==> src/rtl/i2c_slave.sv <==
// I2C target: START/STOP decode, 7-bit ID match, register pointer, write data and auto-increment read.
// Latency: ~SYNC_STAGES+2 clocks from bus pins to action; no backpressure (never stretches SCL).
module i2c_slave #(
    parameter int SYNC_STAGES = 2,
    parameter int ADDR_W      = 8
) (
    input  logic              clock,
    input  logic              reset,
    input  logic [6:0]        dev_id,
    input  logic              scl_in,
    input  logic              sda_in,
    output logic              sda_oe,
    output logic [ADDR_W-1:0] reg_addr,
    output logic [7:0]        wr_data,
    output logic              wr_en,
    output logic              rd_en,
    input  logic [7:0]        rd_data,
    output logic              busy
);
    typedef enum logic [3:0] {
        IDLE, ADDR, ADDR_ACK, REG, REG_ACK, WDATA, WDATA_ACK, RDATA, MACK, RLOAD, IGNORE
    } state_t;

    logic [SYNC_STAGES-1:0] scl_sync_q, sda_sync_q;
    logic scl_f_q, sda_f_q, scl_dly_q, sda_dly_q;

    // Filtered level only moves once every synchronizer stage agrees, so short glitches never reach it.
    always_ff @(posedge clock or posedge reset) begin
        if (reset) begin
            scl_sync_q <= '1;
            sda_sync_q <= '1;
            scl_f_q    <= 1'b1;
            sda_f_q    <= 1'b1;
            scl_dly_q  <= 1'b1;
            sda_dly_q  <= 1'b1;
        end else begin
            scl_sync_q <= {scl_sync_q[SYNC_STAGES-2:0], scl_in};
            sda_sync_q <= {sda_sync_q[SYNC_STAGES-2:0], sda_in};
            if (&scl_sync_q)       scl_f_q <= 1'b1;
            else if (~|scl_sync_q) scl_f_q <= 1'b0;
            if (&sda_sync_q)       sda_f_q <= 1'b1;
            else if (~|sda_sync_q) sda_f_q <= 1'b0;
            scl_dly_q  <= scl_f_q;
            sda_dly_q  <= sda_f_q;
        end
    end

    logic scl_rise, scl_fall, start_det, stop_det;
    assign scl_rise  = scl_f_q & ~scl_dly_q;
    assign scl_fall  = ~scl_f_q & scl_dly_q;
    assign start_det = scl_f_q & scl_dly_q & sda_dly_q & ~sda_f_q;
    assign stop_det  = scl_f_q & scl_dly_q & ~sda_dly_q & sda_f_q;

    state_t            state_q, state_d;
    logic [2:0]        bit_cnt_q, bit_cnt_d;
    logic [6:0]        sh_q, sh_d;
    logic [7:0]        tx_q, tx_d, wr_data_q, wr_data_d, rx_byte;
    logic [ADDR_W-1:0] reg_addr_q, reg_addr_d;
    logic              sda_oe_q, sda_oe_d, wr_en_q, wr_en_d, rd_en_q, rd_en_d;
    logic              busy_q, busy_d, rw_q, rw_d, drv_q, drv_d;

    assign rx_byte = {sh_q, sda_f_q};

    always_ff @(posedge clock or posedge reset) begin
        if (reset) begin
            state_q    <= IDLE;
            bit_cnt_q  <= 3'd7;
            sh_q       <= '0;
            tx_q       <= '0;
            wr_data_q  <= '0;
            reg_addr_q <= '0;
            sda_oe_q   <= 1'b0;
            wr_en_q    <= 1'b0;
            rd_en_q    <= 1'b0;
            busy_q     <= 1'b0;
            rw_q       <= 1'b0;
            drv_q      <= 1'b0;
        end else begin
            state_q    <= state_d;
            bit_cnt_q  <= bit_cnt_d;
            sh_q       <= sh_d;
            tx_q       <= tx_d;
            wr_data_q  <= wr_data_d;
            reg_addr_q <= reg_addr_d;
            sda_oe_q   <= sda_oe_d;
            wr_en_q    <= wr_en_d;
            rd_en_q    <= rd_en_d;
            busy_q     <= busy_d;
            rw_q       <= rw_d;
            drv_q      <= drv_d;
        end
    end

    always_comb begin
        state_d    = state_q;
        bit_cnt_d  = bit_cnt_q;
        sh_d       = sh_q;
        tx_d       = tx_q;
        wr_data_d  = wr_data_q;
        reg_addr_d = reg_addr_q;
        sda_oe_d   = sda_oe_q;
        busy_d     = busy_q;
        rw_d       = rw_q;
        wr_en_d    = 1'b0;
        rd_en_d    = 1'b0;
        drv_d      = 1'b0;
        // rd_data is valid the clock after rd_en; the first read byte drives its MSB as soon as it lands.
        if (rd_en_q) begin
            tx_d = rd_data;
            if (drv_q && state_q == RDATA) sda_oe_d = ~rd_data[7];
        end
        if (stop_det) begin
            state_d   = IDLE;
            sda_oe_d  = 1'b0;
            busy_d    = 1'b0;
            bit_cnt_d = 3'd7;
        end else if (start_det) begin
            state_d   = ADDR;
            sda_oe_d  = 1'b0;
            bit_cnt_d = 3'd7;
        end else begin
            case (state_q)
                ADDR, REG, WDATA: begin
                    if (scl_rise) begin
                        if (bit_cnt_q == 3'd0) begin
                            bit_cnt_d = 3'd7;
                            if (state_q == ADDR) begin
                                if (rx_byte[7:1] == dev_id) begin
                                    rw_d    = rx_byte[0];
                                    busy_d  = 1'b1;
                                    state_d = ADDR_ACK;
                                end else begin
                                    busy_d  = 1'b0;
                                    state_d = IGNORE;
                                end
                            end else if (state_q == REG) begin
                                reg_addr_d = ADDR_W'(rx_byte);
                                state_d    = REG_ACK;
                            end else begin
                                wr_data_d = rx_byte;
                                wr_en_d   = 1'b1;
                                state_d   = WDATA_ACK;
                            end
                        end else begin
                            sh_d      = {sh_q[5:0], sda_f_q};
                            bit_cnt_d = bit_cnt_q - 3'd1;
                        end
                    end
                end
                ADDR_ACK, REG_ACK, WDATA_ACK: begin
                    // First fall asserts the ACK, second fall ends the ACK clock.
                    if (scl_fall) begin
                        if (!sda_oe_q) begin
                            sda_oe_d = 1'b1;
                        end else begin
                            sda_oe_d = 1'b0;
                            if (state_q == ADDR_ACK) begin
                                if (rw_q) begin
                                    rd_en_d   = 1'b1;
                                    drv_d     = 1'b1;
                                    bit_cnt_d = 3'd7;
                                    state_d   = RDATA;
                                end else begin
                                    state_d = REG;
                                end
                            end else if (state_q == REG_ACK) begin
                                state_d = WDATA;
                            end else begin
                                reg_addr_d = reg_addr_q + ADDR_W'(1);
                                state_d    = WDATA;
                            end
                        end
                    end
                end
                RDATA: begin
                    if (scl_fall) begin
                        if (bit_cnt_q == 3'd0) begin
                            sda_oe_d = 1'b0;
                            state_d  = MACK;
                        end else begin
                            bit_cnt_d = bit_cnt_q - 3'd1;
                            sda_oe_d  = ~tx_q[6];
                            tx_d      = {tx_q[6:0], 1'b0};
                        end
                    end
                end
                MACK: begin
                    if (scl_rise) begin
                        if (!sda_f_q) begin
                            reg_addr_d = reg_addr_q + ADDR_W'(1);
                            rd_en_d    = 1'b1;
                            state_d    = RLOAD;
                        end else begin
                            busy_d  = 1'b0;
                            state_d = IGNORE;
                        end
                    end
                end
                RLOAD: begin
                    if (scl_fall) begin
                        sda_oe_d  = ~tx_q[7];
                        bit_cnt_d = 3'd7;
                        state_d   = RDATA;
                    end
                end
                default: ;
            endcase
        end
    end

    assign sda_oe   = sda_oe_q;
    assign reg_addr = reg_addr_q;
    assign wr_data  = wr_data_q;
    assign wr_en    = wr_en_q;
    assign rd_en    = rd_en_q;
    assign busy     = busy_q;
endmodule

==> config.mk <==
export PLATFORM = sky130hd
export DESIGN_NAME = i2c_slave
export DESIGN_NICKNAME = d
export VERILOG_FILES = /design/src/rtl/i2c_slave.sv
export SDC_FILE = /design/constraint.sdc
export NUM_CORES = 1
export LEC_CHECK = 0
export ABC_AREA = 1
export CAP_MARGIN = 10
export CORE_MARGIN = 2
export CORE_UTILIZATION = 59
export CTS_BUF_LIST = sky130_fd_sc_hd__clkbuf_16
export CTS_CLUSTER_DIAMETER = 200
export CTS_CLUSTER_SIZE = 24
export DETAILED_ROUTE_END_ITERATION = 10
export PLACE_DENSITY_LB_ADDON = 0.25
export SLEW_MARGIN = 15
export SYNTH_ARGS = -nofsm -noshare
export SYNTH_HDL_FRONTEND = slang
export SYNTH_SLANG_ARGS = --single-unit
==> constraint.sdc <==
create_clock -name clock -period 4.82 [get_ports clock]
set_input_delay 0.964 -clock clock [delete_from_list [all_inputs] [get_ports clock]]
set_output_delay 0.964 -clock clock [all_outputs]
set_load 0.1 [all_outputs]
==> run metrics <==
run status finished clean; Critical Path Fanout Max 16; Max stage delay on crit path 1220 ps; post-synthesis sequential area ratio 0.446; Max Cap Viol 0; CTS root buf clkbuf_16; filler cell count 373; die area 0.00558 sq mm; Num CTS Buffers 5; CP max stage cell clkdlybuf4s50_1; Iter 0 DRT Violations 194; WL per Instance 12.5 um; TNS Setup 0 ps; final period utilization 0.636; post-synthesis async set-or-reset flop share 1.00; Synth Cell Area 0.00295 sq mm; Hold Startpoint sda_sync_q[0]; Least-Margin Pin Slew 988 ps; met1 Resource Use GR 0.373; GRT overflow 0; Worst-Skew Late Latency 290 ps; # IOs 39; Yosys cell types 32; RR Startpoint sda_f_q; gr usage total 0.253; vias in the first global route 2382; DRT antenna net count 0; worst min path class reg -> reg; CTS sink count 52; pwr dens 616 mW/mm^2; Critical R2R Capture reg_addr[2]; Post-Syn Nets 418; post-layout total power 2.18 mW; post-CTS sizing 0; area of placed instances 0.00338 sq mm; unrepaired setup endpoints after global routing no; drt via density 5.19; number of cell rows 25; Layout Cells excl Fill 502; Int Pwr 1.15 mW; initial antenna violation count 0; Inst Count DP 494; Critical Path RT 3860 ps; final instance area 0.00355 sq mm; Multi-input gate area 0.00137 sq mm; hold endpoint sda_sync_q[1]; commonest non-fill, non-tap cells in the layout 120 x nand2_1, 55 x inv_1, 41 x dfrtp_1, 39 x o21ai_0, 38 x clkdlybuf4s50_1; cell count of the worst hold path 0; Die X 74.7 um; Reg2Reg Setup Slack 2760 ps; largest net degree at the start of global routing 53; worst path arrival time 2100 ps; Area Growth Syn to Fin 20.2%; Max Slew Vio Count 0; Reg2Reg Depth 7; CP cell instances clkdlybuf4s50_1; fraction of layout cells with a size suffix above 1 0.106; leakage 1.71 nW; # setup viols final 0; endpoints failing hold 0; number of synthesized flops with an enable pin 0; Chip Height 74.7 um; commonest non-fill, non-tap cell in the layout nand2_1; clock share of power 0.181; Net Sw Frac 0.475; Crit Path Class reg -> out; Remaining DRCs 0; cells after synthesis 394; router iterations before antenna repair 5; Via Count 2606; clk slew on worst S/H paths 70 ps; CP startpoint rd_en; # Post-CTS Setup Buffers 0; flops & latches, synth 52; global-route wire length before repair 10700 um; Final HPWL DP 4660 um; NetSw 1.04 mW; CTS H-tree lvls 2; hold_buf cts 0; YS warnings 0; n_diodes 0; initial core utilization 0.616; routing usage on met2 0.382; Rel. slew slack 0.340; gp weighted congestion 0.925; I/O Buffers 38; CTS Buffer Depth 2; met3 Use GR 0.0522; Clock Skew 3.69 ps; nets 458; Hold Slack 373 ps; Post-Route WL 6300 um; CP top delay family buffers and inverters; main flop type after synthesis dfrtp_1; register area 0.00132 sq mm; Worst Setup End Kind primary output; GRT busiest layer met2; syn avg cell area 7.49 sq um; Comb pwr share 0.513; Core Region 0.00479 sq mm; worst path bufs/invs 1; CP Launch Type flip-flop; minimum clock period 3070 ps; Flop pwr share 0.305; Max Freq 0.326 GHz; peak supply drop 391 uV; TritonCTS clock tree built
[metrics by stage]
| stage | utilization | setup WS (ps) |
|---|---|---|
| final | 0.741 | 1750 |
| after floorplan | - | 2620 |
| after global placement | 0.706 | 2080 |
| after detailed placement | 0.706 | 2040 |
| after global routing | 0.741 | 1660 |
| after CTS | 0.741 | 1750 |
[synth_stat cells (2+ instances only)]
cell type / count / area [sq um]
dfstp_2: 11 / 289
clkbuf_1: 2 / 7.51
a21oi_1: 6 / 30.0
nand4_1: 2 / 12.5
nand2_2: 2 / 12.5
a31oi_1: 3 / 18.8
xnor2_1: 4 / 35.0
xor2_1: 2 / 17.5
nor2_2: 5 / 31.3
nor3_1: 3 / 15.0
o2111ai_1: 3 / 26.3
inv_2: 4 / 15.0
nand2_1: 120 / 450
nand2_4: 2 / 22.5
o21ai_0: 39 / 195
ha_1: 5 / 62.6
nand3_1: 29 / 145
inv_1: 56 / 210
dfrtp_1: 41 / 1030
o21ai_2: 9 / 78.8
nor2_1: 35 / 131
[how the worst max path moves through the flow]
stage               slack [ps]     to  depth (start not counted)
CTS                       1750  rd_en                          1
global route              1660  rd_en                          1
global placement          2080  rd_en                          1
floorplan                 2620   busy                          1
detailed placement        2040  rd_en                          1
finish                    1750  rd_en                          1
[power by group through the flow]
stage,clock network [mW],logic [mW],registers (mW)
floorplan,0,0.693,0.856
global placement,0,1.09,0.666
detailed placement,0,1.11,0.674
CTS,0.404,1.11,0.666
global route,0.419,1.25,0.685
finish,0.396,1.12,0.667
[layout make-up]
class	count	share of cell area
tap	67	0.0236
multi-input combinational	277	0.387
clock buffer	5	0.0353
inverter	60	0.0639
clock inverter	3	0.0120
timing repair buffer	38	0.107
sequential	52	0.371
[routing by layer]
| layer | up-vias | part of all wire | routed length (um) |
|---|---|---|---|
| met2 | 86 | 0.46 | 2890 |
| met4 | 0 | 0.0075 | 47 |
| met3 | 4 | 0.057 | 358 |
| met5 | - | 0 | 0 |
| met1 | 1186 | 0.48 | 3000 |
| li1 | 1330 | - | - |
[flip-flops by register name, summed over array words and instances (netlist names), 2 cells and up]
register    cells
scl_sync_q      2
bit_cnt_q       3
wr_data         8
tx_q            8
sda_sync_q      2
reg_addr        8
state_q         4
sh_q            7
[logic make-up after synthesis]
logic type	after synthesis	synth area share
fa+ha+maj	5	0.0212
flops	52	0.446
compound gates	63	0.126
buf+inv	65	0.0891
xor+xnor	6	0.0178
simple gates	203	0.301
No activity file was read; power rests on OpenSTA's default activity.
